==> src/rtl/popcount_pkg.sv <==
`default_nettype none
// ============================================================================
// Module      : popcount_pkg
// Description : Shared types and default sizing for the popcount window
//               accumulator: default WIDTH/WINDOW, derived field widths,
//               the packed per-window result record and the output
//               register state encoding.
// Revision    : 1.0 - initial release
// ============================================================================
package popcount_pkg;

    // Default configuration of the upstream popcounter and window length.
    localparam int DEF_WIDTH  = 128;
    localparam int DEF_WINDOW = 16;

    // Field widths derived from the defaults.
    localparam int DEF_CNT_W = $clog2(DEF_WIDTH) + 1;
    localparam int DEF_LEN_W = $clog2(DEF_WINDOW + 1);
    localparam int DEF_SUM_W = $clog2(DEF_WIDTH * DEF_WINDOW + 1);

    // One completed window at the default sizing. Field order matches the
    // packing used by the accumulator: {sum, len, max}.
    typedef struct packed {
        logic [DEF_SUM_W-1:0] sum;
        logic [DEF_LEN_W-1:0] len;
        logic [DEF_CNT_W-1:0] max;
    } window_result_t;

    // Occupancy of the one-entry output register.
    typedef enum logic [0:0] {
        EMPTY = 1'b0,
        FULL  = 1'b1
    } out_state_e;

endpackage : popcount_pkg
`default_nettype wire

==> src/rtl/popcount_window_out_reg.sv <==
`default_nettype none
// ============================================================================
// Module      : popcount_window_out_reg
// Description : One-entry valid/ready holding register for completed window
//               results, with drop detection when a new result arrives while
//               an unaccepted one is still held.
// Ports       : clk_i       - clock
//               rst_ni      - reset, asynchronous assert, active-low
//               complete_i  - a window closed this cycle; result_i is valid
//               result_i    - packed result of the closing window
//               ready_i     - downstream accepts result_o when valid_o=1
//               result_o    - held result, stable while valid_o && !ready_i
//               valid_o     - result_o holds an unaccepted result
//               drop_o      - one-cycle pulse: a result was discarded
// Revision    : 1.0 - initial release
// ============================================================================
module popcount_window_out_reg
    import popcount_pkg::*;
#(
    parameter int RES_W = 8
) (
    input  logic             clk_i,
    input  logic             rst_ni,
    input  logic             complete_i,
    input  logic [RES_W-1:0] result_i,
    input  logic             ready_i,
    output logic [RES_W-1:0] result_o,
    output logic             valid_o,
    output logic             drop_o
);

    out_state_e       state_q, state_d;
    logic [RES_W-1:0] result_q, result_d;
    logic             drop_q, drop_d;

    always_ff @(posedge clk_i or negedge rst_ni) begin
        if (!rst_ni) begin
            state_q  <= EMPTY;
            result_q <= '0;
            drop_q   <= 1'b0;
        end else begin
            state_q  <= state_d;
            result_q <= result_d;
            drop_q   <= drop_d;
        end
    end

    always_comb begin
        state_d  = state_q;
        result_d = result_q;
        drop_d   = 1'b0;
        unique case (state_q)
            EMPTY: begin
                if (complete_i) begin
                    state_d  = FULL;
                    result_d = result_i;
                end
            end
            FULL: begin
                if (complete_i && ready_i) begin
                    // The held result leaves on this edge, so the new one
                    // can take its place without loss.
                    result_d = result_i;
                end else if (complete_i) begin
                    // Keep the older result; the new one is lost.
                    drop_d = 1'b1;
                end else if (ready_i) begin
                    state_d = EMPTY;
                end
            end
            default: begin
                state_d = EMPTY;
            end
        endcase
    end

    assign result_o = result_q;
    assign valid_o  = (state_q == FULL);
    assign drop_o   = drop_q;

endmodule : popcount_window_out_reg
`default_nettype wire

==> src/rtl/popcount_window_accumulator.sv <==
`default_nettype none
// ============================================================================
// Module      : popcount_window_accumulator
// Description : Sums popcount samples over windows of WINDOW valid samples
//               (or shorter, when closed early by flush_i) and offers the
//               per-window sum, sample count and peak on a one-entry
//               valid/ready output register.
// Options     : POPCNT_WINDOW_MAX_EN - when defined, max_o carries the
//               per-window peak sample; otherwise max tracking is absent and
//               max_o is tied to 0.
// Ports       : clk_i       - clock
//               arst_ni     - asynchronous active-low reset (released
//                             synchronously inside this block)
//               data_i      - popcount sample, 0..WIDTH
//               data_val_i  - sample valid; always absorbed
//               flush_i     - close the current window early
//               sum_o       - sum of samples in the completed window
//               len_o       - number of samples in the completed window
//               max_o       - largest sample in the completed window
//               sum_val_o   - result valid
//               sum_ready_i - result accepted when sum_val_o && sum_ready_i
//               drop_o      - one-cycle pulse: completed window was lost
// Revision    : 1.0 - initial release
// ============================================================================
module popcount_window_accumulator
    import popcount_pkg::*;
#(
    parameter  int WIDTH  = DEF_WIDTH,
    parameter  int WINDOW = DEF_WINDOW,
    localparam int CNT_W  = $clog2(WIDTH) + 1,
    localparam int LEN_W  = $clog2(WINDOW + 1),
    localparam int SUM_W  = $clog2(WIDTH * WINDOW + 1)
) (
    input  logic             clk_i,
    input  logic             arst_ni,
    input  logic [CNT_W-1:0] data_i,
    input  logic             data_val_i,
    input  logic             flush_i,
    output logic [SUM_W-1:0] sum_o,
    output logic [LEN_W-1:0] len_o,
    output logic [CNT_W-1:0] max_o,
    output logic             sum_val_o,
    input  logic             sum_ready_i,
    output logic             drop_o
);

    localparam int RES_W = SUM_W + LEN_W + CNT_W;

    // ------------------------------------------------------------------
    // Reset: assert immediately, release only after two clean clock edges
    // so every flop below leaves reset on the same edge.
    // ------------------------------------------------------------------
    logic [1:0] rst_sync_q;
    logic       rst_n;

    always_ff @(posedge clk_i or negedge arst_ni) begin
        if (!arst_ni) begin
            rst_sync_q <= 2'b00;
        end else begin
            rst_sync_q <= {rst_sync_q[0], 1'b1};
        end
    end

    assign rst_n = rst_sync_q[1];

    // ------------------------------------------------------------------
    // Accumulate side
    // ------------------------------------------------------------------
    logic [SUM_W-1:0] acc_sum_q, acc_sum_d;
    logic [LEN_W-1:0] acc_len_q, acc_len_d;
    logic [SUM_W-1:0] sum_incl;
    logic [LEN_W-1:0] len_incl;
    logic [CNT_W-1:0] max_incl;
    logic             complete;

    // Running totals including this cycle's sample, if any. These are what
    // a window closing this cycle reports.
    assign sum_incl = data_val_i ? (acc_sum_q + SUM_W'(data_i)) : acc_sum_q;
    assign len_incl = data_val_i ? (acc_len_q + LEN_W'(1)) : acc_len_q;

    // A flush with nothing accumulated and no sample is a no-op.
    assign complete = (data_val_i && (len_incl == LEN_W'(WINDOW)))
                   || (flush_i && (data_val_i || (acc_len_q != '0)));

    // On close the accumulators restart from zero, so the closing sample
    // is never counted twice.
    always_comb begin
        acc_sum_d = acc_sum_q;
        acc_len_d = acc_len_q;
        if (complete) begin
            acc_sum_d = '0;
            acc_len_d = '0;
        end else if (data_val_i) begin
            acc_sum_d = sum_incl;
            acc_len_d = len_incl;
        end
    end

    always_ff @(posedge clk_i or negedge rst_n) begin
        if (!rst_n) begin
            acc_sum_q <= '0;
            acc_len_q <= '0;
        end else begin
            acc_sum_q <= acc_sum_d;
            acc_len_q <= acc_len_d;
        end
    end

`ifdef POPCNT_WINDOW_MAX_EN
    logic [CNT_W-1:0] acc_max_q, acc_max_d;

    assign max_incl = (data_val_i && (data_i > acc_max_q)) ? data_i : acc_max_q;

    always_comb begin
        acc_max_d = acc_max_q;
        if (complete) begin
            acc_max_d = '0;
        end else if (data_val_i) begin
            acc_max_d = max_incl;
        end
    end

    always_ff @(posedge clk_i or negedge rst_n) begin
        if (!rst_n) begin
            acc_max_q <= '0;
        end else begin
            acc_max_q <= acc_max_d;
        end
    end
`else
    assign max_incl = '0;
`endif

    // ------------------------------------------------------------------
    // Output side
    // ------------------------------------------------------------------
    logic [RES_W-1:0] result_in;
    logic [RES_W-1:0] result_out;

    assign result_in = {sum_incl, len_incl, max_incl};

    popcount_window_out_reg #(
        .RES_W (RES_W)
    ) u_out_reg (
        .clk_i      (clk_i),
        .rst_ni     (rst_n),
        .complete_i (complete),
        .result_i   (result_in),
        .ready_i    (sum_ready_i),
        .result_o   (result_out),
        .valid_o    (sum_val_o),
        .drop_o     (drop_o)
    );

    assign sum_o = result_out[RES_W-1 -: SUM_W];
    assign len_o = result_out[CNT_W +: LEN_W];
    assign max_o = result_out[CNT_W-1:0];

endmodule : popcount_window_accumulator
`default_nettype wire

==> config.mk <==
export PLATFORM = sky130hd
export DESIGN_NAME = popcount_window_accumulator
export DESIGN_NICKNAME = d
export VERILOG_FILES = /design/src/rtl/popcount_pkg.sv /design/src/rtl/popcount_window_out_reg.sv /design/src/rtl/popcount_window_accumulator.sv
export SDC_FILE = /design/constraint.sdc
export NUM_CORES = 1
export LEC_CHECK = 0
export BUFFER_PORTS_ARGS = -buffer_cell sky130_fd_sc_hd__buf_4
export CORE_MARGIN = 8
export CORE_UTILIZATION = 51
export CTS_CLUSTER_DIAMETER = 150
export DETAILED_ROUTE_END_ITERATION = 16
export PLACE_DENSITY = 0.75
export SLEW_MARGIN = 10
export SYNTH_ARGS = -nofsm -noshare
export SYNTH_HDL_FRONTEND = slang
export SYNTH_SLANG_ARGS = --single-unit
==> constraint.sdc <==
create_clock -name clk_i -period 1.4 [get_ports clk_i]
set_input_delay 0.42 -clock clk_i [delete_from_list [all_inputs] [get_ports clk_i]]
set_output_delay 0.42 -clock clk_i [all_outputs]
set_load 0.005 [all_outputs]
==> key figures, run 1 <==
Run status
  • Status: finished with violations
  • Failing checks: setup timing

Clock tree
  • Clock buffer count from CTS: 5
  • Clock Root Buffer: clkbuf_8
  • Clock-pin slew on the worst setup and hold paths: 0.08 ns
  • Clk sinks: 38
  • Maximum clock insertion buffer count: 2
  • H-tree levels: 2
  • CTS tree: yes
  • Worst-skew pair later-pin latency: 0.29 ns

STA
  • Tmin final: 2.11 ns
  • Max Fclk: 474 MHz
  • Slew Viols, Final: 0
  • Final setup fails: 35
  • Hold WS: 0.289 ns
  • Final worst slack: -0.708 ns
  • RSZ-0062 raised after global routing: true
  • Setup_tns: -16.45 ns
  • Max Clock Skew: 0.00429 ns
  • Final hold vios: 0
  • Fin crit share: 151%

Worst setup path
  • CP Launch Type: register
  • CP bufs+invs: 0
  • Delay-heaviest family, CP: compound AO/OA/AOI/OAI gates
  • Slowest cell on the critical path: dfrtp_1
  • Max incr delay on CP: 0.41 ns
  • Setup crit end kind: register
  • Critical path fanouts, max: 3
  • Critical path, cell by cell: ha_4 > fa_2 > a21o_4 > a31oi_4 > o21ai_2 > a221oi_2 > a31oi_1
  • Critical path type: register to register
  • Critical path required time: 1.56 ns
  • Arr. time, crit path: 2.26 ns

Run
  • Max cap viols: 0

Global routing
  • Largest net degree at the start of global routing: 37
  • Vias in the first global route: 1906
  • Gr usage total: 18.9%
  • Initial antenna violation count: 0
  • Gr ovfl total: 0
  • First-pass GRT wire length: 9.44 mm

Cells and area
  • Utilization after layout: 84.4%
  • N_diodes: 0
  • Share of cells above drive strength 1: 59.5%
  • Final non-filler cell area: 3350 um2
  • # fillers: 191
  • Area Growth Syn to Fin: 59.6%
  • Layout Nets: 298
  • Sequential cell area: 953 um2
  • Area occupied by multi-input gates: 1480 um2
  • Fin cells: 324

Power
  • PwrDens: 2040 nW/um2
  • Reg power frac: 27.4%
  • Clk pwr share: 11.0%
  • VDD IR max: 0.00114 V
  • Comb pwr share: 61.6%
  • Sw power: 2.70 mW
  • Tot Pwr: 6.84 mW
  • Int Pwr: 4.14 mW
  • Leakage power: 1.51 nW
  • Sw Ratio: 39.4%

Logic synthesis
  • Sequential cell area fraction in the yosys report: 45.3%
  • FFs w/ async S/R, synth: 100%
  • Area share of the largest cell type after synthesis: 45.3%
  • Post-synth top area cell: dfrtp_1
  • Yosys cell types: 45
  • Post-synth EDFFs: 0
  • Synth Register Bits: 38
  • Syn Inst Count: 193
  • Top FF cell, synth: dfrtp_1
  • Mapped Avg Cell Area: 10.9 um2
  • Yosys warning total: 0
  • Synth top area cells: dfrtp_1 (45%), mux2_4 (6.4%), ha_1 (6.0%)
  • Mapped cell area: 2100 um2

Route
  • WL final: 7.14 mm
  • First-pass DRT Iterations: 4
  • Vias: 1913
  • Wire per inst: 22.0 um
  • Post-route ant nets: 0
  • First-iteration detailed-routing DRC count: 109
  • Drt drc: 0
  • DR vias/cell: 5.90

Hold path
  • Worst hold-check path type: register to async pin

Placement
  • Post-Place Setup Slack: -0.776 ns
  • Port buffer count: 31
  • Final HPWL DP: 3.54 mm
  • Post-DP Area: 2670 um2
  • Final GP Congestion: 0.876
  • Cells after DPL: 295

Floorplanning
  • Initial core utilization: 52.9%
  • Ports: 40
  • Row cnt: 23
  • DIE AREA: 6430 um2
  • Chip width: 80.2 um
  • Chip height: 80.2 um
  • Core ar.: 3970 um2
-- worst paths after layout --
check | startpoint | end | slack, ns | cells after the start
setup reg to reg | acc_sum_q[0]$_DFFE_PN0P_ | u_out_reg.result_o[23]$_DFFE_PN0P_ | -0.71 | 7
max in group asynchronous | rst_sync_q[1]$_DFF_PN0_ | acc_len_q[2]$_DFFE_PN0P_ | 0.76 | 1
min in group clk_i | rst_sync_q[0]$_DFF_PN0_ | rst_sync_q[1]$_DFF_PN0_ | 0.37 | 0
hold reg to reg | rst_sync_q[1]$_DFF_PN0_ | u_out_reg.result_o[13]$_DFFE_PN0P_ | 0.29 | 1
setup / recovery | acc_sum_q[0]$_DFFE_PN0P_ | u_out_reg.result_o[23]$_DFFE_PN0P_ | -0.71 | 7
hold / removal | rst_sync_q[1]$_DFF_PN0_ | u_out_reg.result_o[13]$_DFFE_PN0P_ | 0.29 | 1
-- cells by family (layout without fill, tap and decap cells) --
kind of cell             count (synthesis)  after routing  share of synthesized area, %
AO/OA/AOI/OAI                           48             48                          14.5
AND/OR/NAND/NOR                         48             48                          13.0
flip-flops                              38             38                          45.3
buffers and inverters                   23             97                          7.33
multiplexers                            13             13                          8.46
adder cells (fa/ha/maj)                 11             11                          6.91
XOR/XNOR                                10             10                          4.17
other                                    2              9                         0.357
-- cells in the final DEF (no fill, tap or decap), types with 2 or more instances in the layout --
cell type | synthesis | routed
a21o_4 | 0 | 3
a21oi_1 | 19 | 9
a21oi_2 | 0 | 8
a21oi_4 | 0 | 2
a31oi_1 | 9 | 7
buf_12 | 0 | 2
buf_16 | 0 | 2
buf_4 | 10 | 72
buf_6 | 3 | 6
clkbuf_8 | 0 | 5
clkinv_2 | 0 | 2
conb_1 | 2 | 9
dfrtp_1 | 38 | 36
dfrtp_2 | 0 | 2
ha_4 | 0 | 9
inv_1 | 4 | 2
inv_2 | 0 | 2
mux2_4 | 9 | 10
nand2_1 | 9 | 8
nand3_1 | 4 | 3
nand3b_1 | 2 | 2
nand4_1 | 3 | 3
nor2_1 | 10 | 9
nor2b_1 | 9 | 5
nor2b_4 | 0 | 4
o21ai_1 | 0 | 2
o311ai_2 | 0 | 2
xnor2_1 | 4 | 2
xnor2_2 | 0 | 2
xor2_1 | 6 | 3
xor2_2 | 0 | 3
-- power by group through the flow --
stage | Combinational (mW) | Clock [mW] | Sequential (mW)
detailed placement | 2.78 | 0 | 1.80
global route | 4.42 | 0.806 | 1.92
floorplan | 1.73 | 0 | 1.79
CTS | 3.33 | 0.734 | 1.80
finish | 4.21 | 0.750 | 1.88
global placement | 2.69 | 0 | 1.80
-- registers in the layout (all words and copies together) (netlist names) --
register and flops:
acc_len_q 5, acc_sum_q 12, rst_sync_q 2, u_out_reg.drop_o 1, u_out_reg.result_o 17, u_out_reg.valid_o 1
-- layer usage --
metal,routed length [um],vias to the layer above,GRT usage (%)
met1,2540,934,21.0
li1,-,827,-
met4,366,0,11.3
met5,0,-,0
met2,3670,112,31.3
met3,573,40,5.47
-- cells in the mapped netlist, types with 3 or more instances --
cell type  number
xor2_1          6
nor2b_1         9
ha_1           10
inv_1           4
o21ai_0         4
a31oi_1         9
buf_6           3
nand2_1         9
a21oi_1        19
xnor2_1         4
nand4_1         3
nand3_1         4
buf_4          10
dfrtp_1        38
a21o_1          3
buf_2           4
nor2_1         10
mux2_4          9
-- timing repair --
action	in CTS	in global routing
pin swaps	19	21
gates resized for setup	30	40
hold buffers	1	0
setup endpoints to repair	35	35
endpoints found under the hold margin	2	0
cloned	2	1
setup buffers	8	11
-- area by class of cell --
type                            instances  area share [%]
Clock buffer                            5            2.05
Clock inverter                          2           0.299
Inverter                                5           0.634
Multi-Input combinational cell        139            44.3
Sequential cell                        38            28.4
Tap cell                               50            1.87
Timing Repair Buffer                   85            22.5
No activity file was read; power rests on OpenSTA's default activity.
==> run 2: changes to the inputs <==
- PLACE_DENSITY: 0.75 -> 0.74
- SLEW_MARGIN: 10 -> 20
- SYNTH_HIERARCHICAL: not set -> 1
==> key figures, run 2 <==
Logic synthesis
  • FFs w/ async S/R, synth: 100% (unchanged)
  • Mapped Avg Cell Area: 12.3 um2 (+13%)
  • Synth Register Bits: 46 (+21%)
  • Syn Inst Count: 196 (+1.6%)
  • Mapped cell area: 2410 um2 (+15%)
  • Area share of the largest cell type after synthesis: 47.8% (+2.6 points)
  • Post-synth EDFFs: 0 (unchanged)
  • Synth top area cells: dfrtp_1 (48%), mux2_4 (12%), ha_1 (5.2%)
  • Commonest cells in the netlist: dfrtp_1 (46), mux2_4 (20), a21oi_1 (15)
  • Most numerous cell in the Yosys netlist: dfrtp_1
  • Yosys warning total: 6 (+6)
  • Post-synth top area cell: dfrtp_1
  • Top FF cell, synth: dfrtp_1
  • Sequential cell area fraction in the yosys report: 47.8% (+2.6 points)
  • Yosys cell types: 38 (-16%)

Cells and area
  • Area Growth Syn to Fin: 39.3%
  • Most common cell after layout, fill and taps aside: buf_4
  • Final non-filler cell area: 3350 um2 (about the same)
  • Sequential cell area: 1150 um2 (+21%)
  • Number of flip-flops in the largest register: 25 (+8)
  • Fin cells: 336 (+3.7%)
  • Share of cells above drive strength 1: 52.5% (-7.0 points)
  • # fillers: 324 (+70%)
  • Most frequent cells in the layout: buf_4 (66), dfrtp_1 (44), mux2_4 (21), nand2_1 (13), conb_1 (9)
  • Area occupied by multi-input gates: 1410 um2 (-5.1%)
  • Layout Nets: 305 (+2.3%)
  • N_diodes: 0 (unchanged)

Floorplanning
  • Row cnt: 25 (+8.7%)
  • DIE AREA: 7170 um2 (+12%)
  • Core ar.: 4630 um2 (+17%)
  • Chip height: 84.7 um (+5.6%)
  • Chip width: 84.7 um (+5.6%)
  • Ports: 40 (unchanged)
  • Initial core utilization: 52.0% (-0.93 points)

Power
  • Sw power: 2.10 mW (-22%)
  • Clk pwr share: 13.1% (+2.1 points)
  • VDD IR max: 0.000838 V (-26%)
  • PwrDens: 1840 nW/um2 (-10%)
  • Sw Ratio: 34.1% (-5.3 points)
  • Comb pwr share: 52.8% (-8.8 points)
  • Leakage power: 1.69 nW (+12%)
  • Int Pwr: 4.05 mW (-2.1%)
  • Reg power frac: 34.1% (+6.7 points)

Run
  • Max cap viols: 0 (unchanged)

Global routing
  • Vias in the first global route: 1822 (-4.4%)
  • Initial antenna violation count: 0 (unchanged)
  • First-pass GRT wire length: 8.68 mm (-8.0%)
  • Largest net degree at the start of global routing: 45 (+22%)
  • Gr usage total: 15.2% (-3.7 points)
  • Gr ovfl total: 0 (unchanged)

Route
  • First-pass DRT Iterations: 4 (unchanged)
  • Wire per inst: 15.7 um (-29%)
  • WL final: 5.29 mm (-26%)
  • Post-route ant nets: 0 (unchanged)
  • DR vias/cell: 5.13 (-13%)
  • Met3 WL: 226 um (-61%)
  • Drt drc: 0 (unchanged)
  • First-iteration detailed-routing DRC count: 36 (-67%)
  • Highest metal used: met4
  • DRT met1 WL: 2.30 mm (-9.1%)
  • Met2 WL: 2.66 mm (-28%)
  • Vias: 1725 (-9.8%)

Clock tree
  • Clock Root Buffer: clkbuf_8
  • Clock buffer count from CTS: 5 (unchanged)
  • CTS tree: yes
  • Clk sinks: 46 (+21%)
  • Worst-skew pair later-pin latency: 0.31 ns (+0.02 ns)
  • H-tree levels: 2 (unchanged)
  • Clock-pin slew on the worst setup and hold paths: 0.09 ns (about the same)
  • Maximum clock insertion buffer count: 2 (unchanged)

Placement
  • Port buffer count: 39 (+26%)
  • Cells after DPL: 320 (+8.5%)
  • Final HPWL DP: 3.35 mm (-5.3%)
  • Final GP Congestion: 0.794 (-9.3%)
  • Post-DP Area: 3000 um2 (+12%)

STA
  • Final worst slack: -0.659 ns (+0.0485 ns)
  • Fin crit share: 147% (-3.5 points)
  • Max Fclk: 486 MHz (+2.4%)
  • Slew Viols, Final: 0 (unchanged)
  • Max Clock Skew: 0.0178 ns (+0.0135 ns)
  • Final hold vios: 0 (unchanged)
  • Tmin final: 2.06 ns (-0.0485 ns)
  • Final setup fails: 43 (+23%)
  • RSZ-0062 raised after global routing: true

Hold path
  • Worst hold-check path type: register to async pin

Worst setup path
  • Arr. time, crit path: 2.25 ns (about the same)
  • CP Launch Type: register
  • Setup crit end kind: register
  • Critical path type: register to register
  • Critical path required time: 1.59 ns (+0.03 ns)
  • Critical path fanouts, max: 2 (-1)

Run status
  • Status: finished with violations
  • Failing checks: setup timing
-- run 2: cell count changes after synthesis, sizes merged, moves of 4 or more --
cell | before | now
a31oi | 9 | 2
mux2 | 11 | 29
buf | 17 | 5
dfrtp | 38 | 46
nor2 | 10 | 6
a21oi | 19 | 15
nand2 | 10 | 15
and2b | 0 | 5
-- run 2: path summary, 6_finish.rpt --
path / startpoint / to / slack (ns) / cells after the start
setup / recovery: acc_sum_q[0]$_DFFE_PN0P_ / u_out_reg/result_o[19]$_DFFE_PN0P_ / -0.66 / 7
hold reg to reg: rst_sync_q[1]$_DFF_PN0_ / acc_len_q[3]$_DFFE_PN0P_ / 0.25 / 1
max in group asynchronous: arst_ni / rst_sync_q[1]$_DFF_PN0_ / 0.89 / 2
setup reg to reg: acc_sum_q[0]$_DFFE_PN0P_ / u_out_reg/result_o[19]$_DFFE_PN0P_ / -0.66 / 7
min in group clk_i: rst_sync_q[0]$_DFF_PN0_ / rst_sync_q[1]$_DFF_PN0_ / 0.37 / 0
hold / removal: rst_sync_q[1]$_DFF_PN0_ / acc_len_q[3]$_DFFE_PN0P_ / 0.25 / 1
-- run 2: repair_timing --
action | in CTS | in global routing
setup buffers | 5 | 2
hold endpoints to repair | 2 | 0
pin swaps | 10 | 7
cloned | 3 | 0
endpoints found under the setup margin | 43 | 44
gates resized for setup | 23 | 18
hold buffers | 1 | 0
-- run 2: layout make-up --
class / instances / share of cell area [%]
multi-input combinational: 148 / 42.0
sequential: 46 / 34.4
timing repair buffer: 74 / 18.2
clock buffer: 5 / 2.05
tap: 54 / 2.02
inverter: 6 / 0.747
clock inverter: 3 / 0.560
-- run 2: critical path: stages (launching register included) --
cell and delay (ns):
dfrtp_1 0.41, ha_4 0.17, fa_2 0.36, a21oi_4 0.15, o21ai_2 0.07, or3_1 0.31, a31o_2 0.21, mux2_4 0.26
-- run 2: power by group through the flow --
stage               Clock (mW)  Combinational, mW  Sequential, mW
finish                   0.804               3.25            2.10
global route             0.881               3.55            2.17
CTS                      0.829               3.09            2.09
detailed placement           0               2.78            2.11
global placement             0               2.72            2.09
floorplan                    0               1.71            2.09
-- run 2: cell families (layout without fill, tap and decap cells) --
| kind of cell | count (synthesis) | count (layout) | synth area share, % |
|---|---|---|---|
| and+or+nand+nor | 53 | 55 | 12.3 |
| DFF | 46 | 46 | 47.8 |
| buffers and inverters | 11 | 88 | 3.48 |
| adders and majority gates | 11 | 11 | 6.03 |
| muxes | 30 | 30 | 17.1 |
| AOI/OAI and AO/OA | 33 | 33 | 9.31 |
| xor gates and xnor gates | 10 | 10 | 3.64 |
| other | 2 | 9 | 0.312 |
-- run 2: metal layers --
| metal | track usage, % | up-vias |
|---|---|---|
| met5 | 0 | - |
| met2 | 25.2 | 30 |
| li1 | - | 843 |
| met1 | 18.2 | 842 |
| met4 | 5.99 | 0 |
| met3 | 4.10 | 10 |
-- run 2: metrics by stage --
stage	utilization [%]	power (mW)	TNS, ns	hold slack [ns]	worst slack [ns]
floorplan	-	3.81	-21.72	0.124	-0.705
global placement	64.8	4.80	-25.35	0.203	-0.837
detailed placement	64.8	4.89	-26.71	0.206	-0.856
CTS	71.1	6.01	-24.31	0.264	-0.671
global route	72.4	6.59	-26.98	0.285	-0.760
finish	72.4	6.15	-23.05	0.254	-0.659
==> run 3: changes to the inputs <==
- SETUP_SLACK_MARGIN: not set -> 0.05
==> key figures, run 3 (synthesis results as in run 2) <==
Run status
  • Status: finished with violations
  • Failing checks: setup timing

STA
  • Final hold vios: 0 (unchanged)
  • Max Clock Skew: 0.00382 ns (-0.0140 ns)
  • Tmin final: 2.10 ns (+0.0425 ns)
  • Fin crit share: 150% (+3.0 points)
  • Final worst slack: -0.702 ns (-0.0425 ns)
  • Slew Viols, Final: 0 (unchanged)
  • Max Fclk: 476 MHz (-2.0%)
  • Hold WS: 0.244 ns (-0.0102 ns)
  • RSZ-0062 raised after global routing: true
  • Final setup fails: 43 (unchanged)

Floorplanning
  • Core ar.: 4630 um2 (unchanged)
  • Ports: 40 (unchanged)
  • Chip height: 84.7 um (unchanged)
  • Initial core utilization: 52.0% (unchanged)
  • DIE AREA: 7170 um2 (unchanged)
  • Row cnt: 25 (unchanged)
  • Chip width: 84.7 um (unchanged)

Worst setup path
  • Critical path type: register to register
  • Max incr delay on CP: 0.42 ns (about the same)
  • CP Launch Type: register
  • Slowest cell on the critical path: dfrtp_2
  • Setup crit end kind: register
  • Arr. time, crit path: 2.29 ns (+0.04 ns)
  • Critical path, cell by cell: buf_4 > nand4_1 > xnor2_2 > o41ai_4 > buf_6 > nand2_8 > mux2_4
  • R2R cell count: 7 (unchanged)
  • Critical path fanouts, max: 7 (+5)
  • Critical path required time: 1.59 ns (about the same)

Cells and area
  • Share of cells above drive strength 1: 49.8% (-2.7 points)
  • Most common cell after layout, fill and taps aside: buf_4
  • Most frequent cells in the layout: buf_4 (76), dfrtp_1 (44), mux2_4 (21), nand2_1 (14)
  • Layout Nets: 316 (+3.6%)
  • Area Growth Syn to Fin: 41.0%
  • Fin cells: 347 (+3.3%)
  • N_diodes: 0 (unchanged)
  • Number of flip-flops in the largest register: 25 (unchanged)

Route
  • First-pass DRT Iterations: 4 (unchanged)
  • Post-route ant nets: 0 (unchanged)
  • Wire per inst: 16.4 um (+4.4%)
  • DR vias/cell: 5.16 (+0.53%)
  • First-iteration detailed-routing DRC count: 69 (+92%)
  • WL final: 5.70 mm (+7.8%)
  • Drt drc: 0 (unchanged)
  • Vias: 1791 (+3.8%)

Clock tree
  • Clock Root Buffer: clkbuf_8
  • Maximum clock insertion buffer count: 2 (unchanged)
  • Clk sinks: 46 (unchanged)
  • H-tree levels: 2 (unchanged)
  • Clock-pin slew on the worst setup and hold paths: 0.08 ns (about the same)
  • CTS tree: yes
  • Worst-skew pair later-pin latency: 0.30 ns (about the same)
  • Clock buffer count from CTS: 5 (unchanged)

Placement
  • Post-Place Setup Slack: -0.851 ns (+0.00479 ns)
  • Final GP Congestion: 0.823 (+3.7%)
  • Final HPWL DP: 3.51 mm (+4.6%)
  • Port buffer count: 39 (unchanged)
  • Cells after DPL: 325 (+1.6%)

Run
  • Max cap viols: 0 (unchanged)

Power
  • VDD IR max: 0.000926 V (+10%)
  • Leakage power: 1.73 nW (+2.5%)
  • PwrDens: 1840 nW/um2 (+0.32%)
  • Tot Pwr: 6.24 mW (+1.5%)

Global routing
  • Gr usage total: 15.2% (about the same)
  • Vias in the first global route: 1855 (+1.8%)
  • Gr ovfl total: 0 (unchanged)
  • Largest net degree at the start of global routing: 45 (unchanged)
  • First-pass GRT wire length: 8.74 mm (+0.71%)
  • Initial antenna violation count: 0 (unchanged)

Hold path
  • Worst hold-check path type: register to async pin
## run 3: cell count changes in the layout (fill, tap and decap cells not counted), moves of 2 or more
cell     change
nor2b_4      -2
nor2_1       +2
nor2_2       -2
a21oi_1      +2
ha_1         +2
nor2b_1      +2
buf_4       +10
## run 3: stage by stage
stage / TNS (ns) / util (%) / cell area [um2]
5_1_grt: -30.00 / 73.3 / 3390
3_5_place_dp: -26.85 / 65.6 / 3040
6_report: -27.00 / 73.3 / 3390
4_1_cts: -24.49 / 69.5 / 3220
3_3_place_gp: -25.94 / 65.6 / 3040
2_1_floorplan: -21.72 / - / 2470
## run 3: cell type report
cell class	count	area, um2
Tap cell	54	67.6
Timing Repair Buffer	84	691
Multi-Input combinational cell	149	1370
Fill cell	316	1240
Inverter	6	22.5
Clock buffer	7	86.3
Sequential cell	46	1150
Clock inverter	1	5.00
## run 3: routing by layer
layer	global-route usage [%]	vias to the layer above	wire, um
li1	-	871	-
met1	17.5	863	2510
met2	25.8	45	2850
met3	4.39	12	232
met4	5.99	0	106
met5	0	-	0
## run 3: final timing paths
check	from	endpoint	slack (ns)
worst min register to register	rst_sync_q[1]$_DFF_PN0_	u_out_reg/result_o[5]$_DFFE_PN0P_	0.24
min in group clk_i	rst_sync_q[0]$_DFF_PN0_	rst_sync_q[1]$_DFF_PN0_	0.36
max in group asynchronous	arst_ni	rst_sync_q[1]$_DFF_PN0_	0.84
worst min-delay path	rst_sync_q[1]$_DFF_PN0_	u_out_reg/result_o[5]$_DFFE_PN0P_	0.24
worst max register to register	acc_len_q[0]$_DFFE_PN0P_	u_out_reg/result_o[14]$_DFFE_PN0P_	-0.70
worst max-delay path	acc_len_q[0]$_DFFE_PN0P_	u_out_reg/result_o[14]$_DFFE_PN0P_	-0.70
## run 3: timing repair
item                                    4_1_cts  5_1_grt
pin swaps                                     3       14
resized for setup                             9       16
hold buffers                                  1        0
cloned                                        1        3
hold endpoints to repair                      2        0
endpoints found under the setup margin       43       43
buffers inserted                              4        6
## run 3: power breakdown
group	leakage, nW	internal, mW	switching [mW]	total (mW)
Clock	0.0482	0.399	0.430	0.829
Combinational	1.10	1.94	1.36	3.31
Sequential	0.584	1.78	0.328	2.11
## run 3: critical path: cells and delay by family, from the launching register on
family | cells | cell delay [ns]
and+or+nand+nor | 2 | 0.28
DFF | 1 | 0.42
buffers and inverters | 2 | 0.41
AOI/OAI and AO/OA | 1 | 0.36
muxes | 1 | 0.32
xor gates and xnor gates | 1 | 0.21
